## config.mk

```make
export PLATFORM = sky130hd
export DESIGN_NAME = mux6_scan_sequencer
export DESIGN_NICKNAME = d
export VERILOG_FILES = /design/src/rtl/mux6_scan_sequencer.sv
export SDC_FILE = /design/constraint.sdc
export NUM_CORES = 1
export LEC_CHECK = 0
export CORE_MARGIN = 3
export CORE_UTILIZATION = 58
export DETAILED_ROUTE_END_ITERATION = 10
export DONT_BUFFER_PORTS = 1
export PLACE_DENSITY = 0.73
export SYNTH_ARGS = -nofsm -noshare
export SYNTH_HDL_FRONTEND = slang
export SYNTH_SLANG_ARGS = --single-unit
export TNS_END_PERCENT = 10
```

## constraint.sdc

```tcl
create_clock -name clk -period 1.75 [get_ports clk]
set_input_delay 0.4375 -clock clk [delete_from_list [all_inputs] [get_ports clk]]
set_output_delay 0.4375 -clock clk [all_outputs]
set_load 0.03 [all_outputs]
```

## src/rtl/mux6_scan_sequencer.sv

```systemverilog
// mux6_scan_sequencer
//   Drives the select of an N_CH:1 mux. Each select value is held for
//   DWELL cycles, then the mux output is captured for that channel. When
//   the last channel has been captured, all channel bits are published
//   together on result, with a one-cycle done pulse. A scan is started
//   with start and stopped early with abort. In continuous mode the block
//   wraps back to channel 0 and scans again without returning to idle.
//
// Ports
//   clk           clock, rising edge
//   rst_n         asynchronous active-low reset
//   start         begin a scan (honoured only when idle)
//   continuous    sampled at the final channel; 1 = rescan immediately
//   abort         synchronous stop, discards the partial scan
//   mux_y         mux output for the currently driven sel
//   sel           registered mux select
//   busy          high while scanning
//   done          one-cycle pulse after each completed scan
//   result        result[k] = mux_y captured while sel == k
//   result_valid  set on first completion, cleared by an accepted start
module mux6_scan_sequencer #(
  parameter int N_CH  = 6,
  parameter int SEL_W = 3,
  parameter int DWELL = 2
) (
  input  logic             clk,
  input  logic             rst_n,
  input  logic             start,
  input  logic             continuous,
  input  logic             abort,
  input  logic             mux_y,
  output logic [SEL_W-1:0] sel,
  output logic             busy,
  output logic             done,
  output logic [N_CH-1:0]  result,
  output logic             result_valid
);

  typedef enum logic {IDLE, SCAN} state_t;

  // A dwell counter of at least one bit keeps DWELL=1 legal.
  localparam int DW_W = (DWELL > 1) ? $clog2(DWELL) : 1;
  localparam logic [DW_W-1:0]  DWELL_LAST = DW_W'(DWELL - 1);
  localparam logic [SEL_W-1:0] SEL_LAST   = SEL_W'(N_CH - 1);

  state_t          state;
  logic [DW_W-1:0] dwell_cnt;
  // The last channel goes straight into result, so the shadow only needs
  // to hold channels 0..N_CH-2.
  logic [N_CH-2:0] shadow;

  always_ff @(posedge clk or negedge rst_n) begin
    if (!rst_n) begin
      state        <= IDLE;
      sel          <= '0;
      dwell_cnt    <= '0;
      shadow       <= '0;
      result       <= '0;
      busy         <= 1'b0;
      done         <= 1'b0;
      result_valid <= 1'b0;
    end else begin
      done <= 1'b0;
      case (state)
        IDLE: begin
          sel       <= '0;
          dwell_cnt <= '0;
          busy      <= 1'b0;
          // abort outranks a coincident start
          if (start && !abort) begin
            state        <= SCAN;
            busy         <= 1'b1;
            result_valid <= 1'b0;
          end
        end
        SCAN: begin
          if (abort) begin
            // abort also outranks a coincident completion
            state     <= IDLE;
            sel       <= '0;
            dwell_cnt <= '0;
            busy      <= 1'b0;
          end else if (dwell_cnt != DWELL_LAST) begin
            dwell_cnt <= dwell_cnt + DW_W'(1);
          end else begin
            dwell_cnt <= '0;
            if (sel != SEL_LAST) begin
              shadow[sel] <= mux_y;
              sel         <= sel + SEL_W'(1);
            end else begin
              result       <= {mux_y, shadow};
              done         <= 1'b1;
              result_valid <= 1'b1;
              sel          <= '0;
              if (!continuous) begin
                state <= IDLE;
                busy  <= 1'b0;
              end
            end
          end
        end
        default: state <= IDLE;
      endcase
    end
  end

endmodule

```

==> flow_summary.ini, run 1 <==
[clock_tree]
cts_tree = done
cts.clk_slew.worst_paths_ns = 0.10
htree_levels = 1
cts_root_buffer = clkbuf_4
cts_made_buffers = 3
clock_path_buffers = 2
clock_latency_ns = 0.29
post_cts_buffers = 0
clkSinkCount = 19

[power_and_ir_drop]
swShare = 0.226
powerDensity_nw_per_um2 = 834
p_int_mw = 0.556
p_comb_frac = 0.056
seqPwrFrac = 0.654
p_leak_nw = 0.428
p_switching_mw = 0.162
irDropWorstVdd_uv = 585
pwr-share-clk = 0.290

[floorplan]
die_w_um = 43.1
start_util = 0.665
core_um2 = 1200
row_count = 12
floorplan.die_area_um2 = 1860
io-pin-count = 18
fp.dieH_um = 43.1

[sta]
slew_violations = 0
timing.final.hold_violations = 0
rsz0062_at_grt = no
tightestPinTransition_ns = 0.815
setup_tns_ns = 0
fmax_mhz = 667
post-route-period-util = 0.857
finalSetupViolCount = 0
relSlewSlack = 0.455
fin_crit_ns = 1.50
finalClockSkew_ns = 0.00833

[run_status]
status = finished, final reports clean

[logic_synthesis]
yosysUniqueCellTypes = 24
syn_nets = 66
syn-cell-area_um2 = 798
yosysWarnings = 0
ys_ff_latch = 19
synthCells = 60
synth_edf_count = 0
yosysSeqAreaShare = 0.596
async_flop_share = 1.00
postSynthAreaPerCell_um2 = 13.3
synthFlopType = dfrtp_1

[global_route]
grt_pass1_wl_um = 2240
grt_max_degree = 20
antenna_found_initial = 0
grt.overflow.total = 0
gr-usage-all-layers = 0.161
grt_pass1_vias = 502

[drt]
antenna_left = 0
firstDrtPassIters = 4
viasPerCell = 5.91
wirelength_um = 1330
wl_per_cell_um = 16.6
drtIter0Drc = 9
vias = 473
drcViolationCount = 0

[place]
portBuffers = 0
dp_hpwl_um = 1000
globalplace.congestion = 0.851
placed_cells = 75

[finish]
nFillCells = 84
antenna_cells = 0
layout.nets = 73
areaGrowthSynthToFinish_pct = 7.99
drive_gt1_frac = 0.333
fin_cells = 80

[setup_path]
crit_fanout = 9
critPathArrivalTime_ns = 1.67
end_kind = register
path_class = reg -> reg
worstPathRequired_ns = 1.93
startpoint_type = register

[job]
max_cap_viol_count = 0

[worst_hold_path]
min_path_type = in -> reg
==> path summary, 6_finish.rpt <==
path,from,end,slack (ns),cells past startpoint
min in group asynchronous,rst_n,busy,0.67,1
worst max register to register,sel[0],result[3],0.25,3
worst min-delay path,mux_y,shadow[4],0.29,1
worst min register to register,shadow[2],result[2],0.51,1
max in group asynchronous,rst_n,shadow[2],0.56,1
worst max-delay path,sel[0],result[3],0.25,3
==> critical path, cell delays in order (launching register included) <==
cell	delay (ns)
dfrtp_1	0.55
nand2b_4	0.10
nor3_4	0.36
mux2_2	0.38
==> through the flow <==
stage               utilization  hold WS [ns]  setup slack (ns)  total power [mW]  area, um2
floorplan                     -         0.142             0.148             0.502        798
global placement          0.686         0.142             0.207             0.505        825
detailed placement        0.686         0.142             0.164             0.509        825
CTS                       0.718         0.287             0.228             0.725        862
global route              0.718         0.281             0.126             0.750        862
finish                    0.718         0.293             0.251             0.719        862
==> routing by layer <==
metal / global-route usage / routed length [um] / up-vias
met4: 0.0843 / 4 / 0
li1: - / - / 223
met3: 0.0466 / 106 / 2
met5: 0 / 0 / -
met1: 0.203 / 581 / 230
met2: 0.248 / 636 / 18
==> cells in the mapped netlist (2+ instances only) <==
cell | count | area share
dfrtp_1 | 19 | 0.60
mux2_2 | 10 | 0.14
nor2_1 | 5 | 0.024
nand2_1 | 4 | 0.019
buf_2 | 2 | 0.013
nand2b_1 | 2 | 0.016
==> sequential cells by signal, summed over array words and instances, names as in the netlist <==
name,flops
busy,1
done,1
dwell_cnt,1
result,6
result_valid,1
sel,3
shadow,5
state,1
==> cells in the final DEF (no fill, tap or decap), drive strengths merged <==
| cell | instances |
|---|---|
| a21o | 1 |
| nand2b | 3 |
| clkbuf | 3 |
| buf | 4 |
| nand4b | 1 |
| nand2 | 4 |
| nor2 | 5 |
| xnor2 | 1 |
| a21oi | 1 |
| clkinv | 1 |
| inv | 1 |
| nand3b | 1 |
| o31ai | 1 |
| mux2 | 11 |
| nor3 | 2 |
| or3b | 1 |
| dlygate4sd3 | 1 |
| mux2i | 1 |
| o21ai | 1 |
| nor4 | 1 |
| nand3 | 1 |
| and4bb | 1 |
| dfrtp | 19 |
==> cell type report <==
cell class | instances | area (um2) | share of cell area
multi-input combinational | 37 | 298 | 0.345
clock buffer | 3 | 22.5 | 0.0261
tap | 14 | 17.5 | 0.0203
clock inverter | 1 | 5.00 | 0.00581
sequential | 19 | 475 | 0.552
inverter | 1 | 3.75 | 0.00435
timing repair buffer | 5 | 40.0 | 0.0464
==> what timing repair did <==
item | 4_1_cts | 5_1_grt
hold buffers | 1 | 0
gates resized for setup | 0 | 0
endpoints found under the hold margin | 19 | 0
==> power by group through the flow <==
stage / Sequential [mW] / Combinational, mW / Clock [mW]
final: 0.470 / 0.0405 / 0.208
after global placement: 0.476 / 0.0285 / 0
after detailed placement: 0.478 / 0.0311 / 0
after global routing: 0.472 / 0.0453 / 0.232
after CTS: 0.469 / 0.0410 / 0.215
after floorplan: 0.474 / 0.0273 / 0
==> logic make-up after synthesis <==
logic type / share of synthesized area
compound gates: 0.0313
xor+xnor: 0.0110
buf+inv: 0.0313
flops: 0.596
mux: 0.168
simple gates: 0.163
(Power assumes the default switching activity.)
==> inputs of run 2 (changes only) <==
--- a/config.mk
+++ b/config.mk
@@ -6,10 +6,10 @@
 export NUM_CORES = 1
 export LEC_CHECK = 0
 export CORE_MARGIN = 3
-export CORE_UTILIZATION = 58
+export CORE_UTILIZATION = 35
 export DETAILED_ROUTE_END_ITERATION = 10
 export DONT_BUFFER_PORTS = 1
-export PLACE_DENSITY = 0.73
+export PLACE_DENSITY = 0.48
 export SYNTH_ARGS = -nofsm -noshare
 export SYNTH_HDL_FRONTEND = slang
 export SYNTH_SLANG_ARGS = --single-unit
==> constraint.sdc (replaced) <==
create_clock -name clk -period 1.4 [get_ports clk]
set_input_delay 0.35 -clock clk [delete_from_list [all_inputs] [get_ports clk]]
set_output_delay 0.35 -clock clk [all_outputs]
set_load 0.03 [all_outputs]
==> run 2 against run 1 <==
  * Combinational power rose by 40%
  * Clock-buffer cell count is 1 higher
  * Sequential power is 24% higher
  * Power rose by 26%
  * Critical path depth decreased by 1
  * Clock skew is essentially flat
  * First-iteration DRC count down 33%
  * Final cell count increased by 25%
  * Register-to-register slack lost 0.18 ns
  * Largest cell class unchanged
  * Highest routed layer unchanged
==> flow_summary.ini, run 2 (synthesis results as in run 1) <==
[run_status]
status = finished, final reports clean

[setup_path]
end_kind = output pin
crit_end = sel[1]
ff2ff_path_depth = 3
slowest_stage = dfrtp_2
reg2reg_from = sel[1]
critPathArrivalTime_ns = 1.00
path_class = reg -> out
r2r_end = shadow[4]
max_stage_delay_ns = 0.44
worstPathRequired_ns = 1.05
worstSetupStartpoint = sel[1]
crit_chain = buf_4 > buf_6
rrSetupSlack_ns = 0.07
startpoint_type = register
crit_fanout = 4

[drt]
antenna_left = 0
viasPerCell = 4.83
vias = 483
wl_per_cell_um = 13.8
firstDrtPassIters = 2
wirelength_um = 1380
drtIter0Drc = 6
drcViolationCount = 0

[sta]
timing.final.hold_violations = 0
finalSetupViolCount = 0
fin_crit_ns = 1.35
holdWs_ns = 0.197
setup_ws_ns = 0.0524
fmax_mhz = 742
tightestPinTransition_ns = 0.837
post-route-period-util = 0.963
slew_violations = 0
finalClockSkew_ns = 0.00861
relSlewSlack = 0.440
setup_tns_ns = 0

[finish]
largest_reg_flops = 6
final_common_cell = dfrtp_1
areaGrowthSynthToFinish_pct = 18.8
nFillCells = 196
largest_register = result
layout.nets = 80
mostFrequentLayoutCells = dfrtp_1 (17), mux2_2 (10), buf_4 (9), nor2_1 (5)
top_regs = result (6), shadow (5), sel (3)
utilization = 0.460
drive_gt1_frac = 0.438
antenna_cells = 0

[job]
max_cap_viol_count = 0

[place]
pre_cts_slack_ns = -0.00408
globalplace.congestion = 0.685
dp_hpwl_um = 1040
portBuffers = 0

[floorplan]
io-pin-count = 18
floorplan.die_area_um2 = 2890
die_w_um = 53.8
core_um2 = 2060
fp.dieH_um = 53.8
row_count = 16
start_util = 0.387

[global_route]
grt.overflow.total = 0
grt-busiest-layer = met2
antenna_found_initial = 0
grt_pass1_vias = 462
grt_max_degree = 20
met3_usage = 0.0499
gr-usage-all-layers = 0.114
grt_pass1_wl_um = 2250
grtUsageMet2 = 0.155
use_met1 = 0.147

[power_and_ir_drop]
p_comb_frac = 0.063
swShare = 0.225
powerDensity_nw_per_um2 = 958
irDropWorstVdd_uv = 497
pwr-share-clk = 0.296
total_power_mw = 0.908
seqPwrFrac = 0.642
p_leak_nw = 0.462
p_switching_mw = 0.204
p_int_mw = 0.704

[clock_tree]
cts.clk_slew.worst_paths_ns = 0.10
clock_latency_ns = 0.29
cts_tree = done
clock_path_buffers = 2
cts_root_buffer = clkbuf_4
clkSinkCount = 19
cts_made_buffers = 3
htree_levels = 1

[worst_hold_path]
min_path_type = in -> reg
[run 2: cell count changes in the layout (fill, tap and decap cells not counted), sizes merged]
cell    previous run  this run
clkbuf             3         4
clkinv             1         0
buf                4        11
[run 2: final cells by class]
type                    instances  area [um2]  area share
flip-flops and latches         19         478       0.504
clock buffers                   4        26.3      0.0277
inverters                       1        3.75     0.00396
repair buffers                 12         100       0.106
multi-input cells              37         307       0.323
well taps                      27        33.8      0.0356
[run 2: how the worst min path moves through the flow]
stage	slack, ns	startpoint	endpoint	cells past startpoint
finish	0.20	mux_y	shadow[1]	1
global route	0.17	mux_y	shadow[1]	1
CTS	0.18	mux_y	shadow[1]	1
detailed placement	0.05	rst_n	dwell_cnt	0
global placement	0.05	rst_n	dwell_cnt	0
floorplan	0.05	rst_n	busy	0
[run 2: per-stage QoR]
stage | instance area [um2] | std cells
after detailed placement | 881 | 93
after global placement | 881 | 93
after floorplan | 803 | 60
after global routing | 948 | 100
after CTS | 928 | 99
final | 948 | 100
[run 2: power groups by stage]
stage                     Combinational (mW)  Sequential [mW]  Clock, mW
after floorplan                       0.0343            0.593          0
after global placement                0.0440            0.594          0
after detailed placement              0.0445            0.594          0
after CTS                             0.0579            0.582      0.290
after global routing                  0.0649            0.584      0.302
final                                 0.0568            0.583      0.269
[run 2: critical path: cells and delay by family, from the launching register on]
kind / cells / cell delay [ns]
buffers and inverters: 2 / 0.27
DFF: 1 / 0.44
[run 2: what timing repair did]
item                                    CTS  global route
buffers inserted                          1             1
endpoints found under the setup margin    6             7
resized for setup                         1             3
hold endpoints to repair                 19             0
hold buffers                              1             0
pin swaps                                 0             1
[run 2: layer usage]
layer | up-vias | part of all wire
met1 | 235 | 0.48
met2 | 12 | 0.44
met3 | 2 | 0.072
met5 | - | 0
met4 | 0 | 0.010
li1 | 234 | -
==> inputs of run 3 (changes only) <==
--- a/config.mk
+++ b/config.mk
@@ -8,8 +8,7 @@
 export CORE_MARGIN = 3
 export CORE_UTILIZATION = 35
 export DETAILED_ROUTE_END_ITERATION = 10
-export DONT_BUFFER_PORTS = 1
-export PLACE_DENSITY = 0.48
+export PLACE_DENSITY = 0.58
 export SYNTH_ARGS = -nofsm -noshare
 export SYNTH_HDL_FRONTEND = slang
 export SYNTH_SLANG_ARGS = --single-unit
==> run 3 against run 2 <==
  * Clock-buffer cell count stayed put
  * Sequential power barely moved
  * Power up 1.9%
  * Sequential cell count unchanged
  * Critical endpoint is now result[2]
  * Sequential share of layout area is 6.0 points lower
  * Non-clock buffer count up 14
  * Clock power fell by 1%
  * Utilization grew 6.2 points
  * Combinational power grew 42%
  * Worst setup slack got worse by 0.012 ns
  * Final cell count increased by 14%
  * Largest cell class unchanged
==> flow_summary.ini, run 3 (synthesis results as in run 1) <==
[power_and_ir_drop]
p_leak_nw = 0.545
p_switching_mw = 0.207
p_int_mw = 0.719
irDropWorstVdd_uv = 712
total_power_mw = 0.926
seqPwrFrac = 0.627
powerDensity_nw_per_um2 = 861
pwr-share-clk = 0.286
swShare = 0.223
p_comb_frac = 0.087

[setup_path]
ff2ff_path_depth = 4
path_class = reg -> reg
critPathArrivalTime_ns = 1.54
worstPathRequired_ns = 1.58
startpoint_type = register
end_kind = register
rrSetupSlack_ns = 0.04
r2r_end = result[2]
crit_fanout = 4
reg2reg_from = sel[1]

[finish]
top_regs = result (6), shadow (5), sel (3)
mostFrequentLayoutCells = dfrtp_1 (17), buf_4 (12), mux2_4 (6), clkbuf_2 (6)
utilization = 0.522
areaGrowthSynthToFinish_pct = 34.8
largest_reg_flops = 6
drive_gt1_frac = 0.483
fin_cells = 114
antenna_cells = 0
final_common_cell = dfrtp_1
stdcell_area_um2 = 1080
layout.nets = 94
largest_register = result

[run_status]
status = finished, final reports clean

[drt]
vias = 518
antenna_left = 0
wl_per_cell_um = 12.4
firstDrtPassIters = 2
drcViolationCount = 0
drtIter0Drc = 2
viasPerCell = 4.54
wirelength_um = 1420

[clock_tree]
htree_levels = 1
clock_path_buffers = 2
clkSinkCount = 19
cts_tree = done
cts_made_buffers = 3
clock_latency_ns = 0.29
cts.clk_slew.worst_paths_ns = 0.10
cts_root_buffer = clkbuf_4
cts_hold_buf = 0

[global_route]
grt_pass1_wl_um = 2240
gr-usage-all-layers = 0.112
grt_pass1_vias = 513
antenna_found_initial = 0
grt_max_degree = 20
grt.overflow.total = 0

[sta]
finalSetupViolCount = 0
timing.final.hold_violations = 0
relSlewSlack = 0.825
holdWs_ns = 0.383
tightestPinTransition_ns = 0.261
slew_violations = 0
fmax_mhz = 735
finalClockSkew_ns = 0.00302
post-route-period-util = 0.971
setup_tns_ns = 0
setup_ws_ns = 0.0401
rsz0062_at_grt = yes
fin_crit_ns = 1.36

[job]
max_cap_viol_count = 0

[place]
globalplace.congestion = 0.714
portBuffers = 17
pre_cts_slack_ns = -0.405
place_area_um2 = 1040
dp_hpwl_um = 1090
placed_cells = 110

[floorplan]
core_um2 = 2060
floorplan.die_area_um2 = 2890
die_w_um = 53.8
io-pin-count = 18
start_util = 0.387
row_count = 16
fp.dieH_um = 53.8

[worst_hold_path]
min_path_type = in -> async
[run 3: changes by cell type in the layout (fill, tap and decap cells not counted), sizes merged]
cell,delta
buf,+4
clkbuf,+6
clkdlybuf4s50,+4
dlygate4sd3,-1
dlymetal6s2s,+1
[run 3: area by class of cell]
class	count	area [um2]
inverter	1	3.75
tap	27	33.8
clock buffer	4	26.3
timing repair buffer	26	206
multi-input combinational	37	328
sequential	19	478
fill	196	986
[run 3: critical path, cell delays in order, from the launching register on]
cell	delay [ns]
dfrtp_2	0.44
nand2b_4	0.17
nor3_4	0.20
buf_6	0.15
mux2_4	0.29
[run 3: power by group through the flow]
stage	clock network, mW	registers, mW	logic, mW
after floorplan	0	0.593	0.0343
after global placement	0	0.589	0.0829
after detailed placement	0	0.589	0.0827
after CTS	0.283	0.580	0.0840
after global routing	0.313	0.584	0.0880
final	0.265	0.580	0.0806
[run 3: repair_timing]
action                                  4_1_cts  5_1_grt
endpoints found under the setup margin       13       14
buffers inserted                              0        0
pin swaps                                     0        1
gates resized for setup                      12       17
[run 3: worst max path at each step]
stage                     startpoint         to  slack (ns)  cells past startpoint
after floorplan               sel[1]  result[5]       -0.18                      4
after global placement         abort  result[0]       -0.40                      5
after detailed placement       abort  result[0]       -0.40                      5
final                         sel[1]  result[2]        0.04                      4
after global routing          sel[1]  result[0]      -0.008                      4
after CTS                      abort  result[5]       -0.03                      5
[run 3: metal layers]
layer	wire (um)	up-vias	part of all wire	track usage
met5	0	-	0	0
met2	677	14	0.48	0.173
met3	98	0	0.069	0.0582
met4	0	0	0	0.0255
li1	-	258	-	-
met1	640	246	0.45	0.136
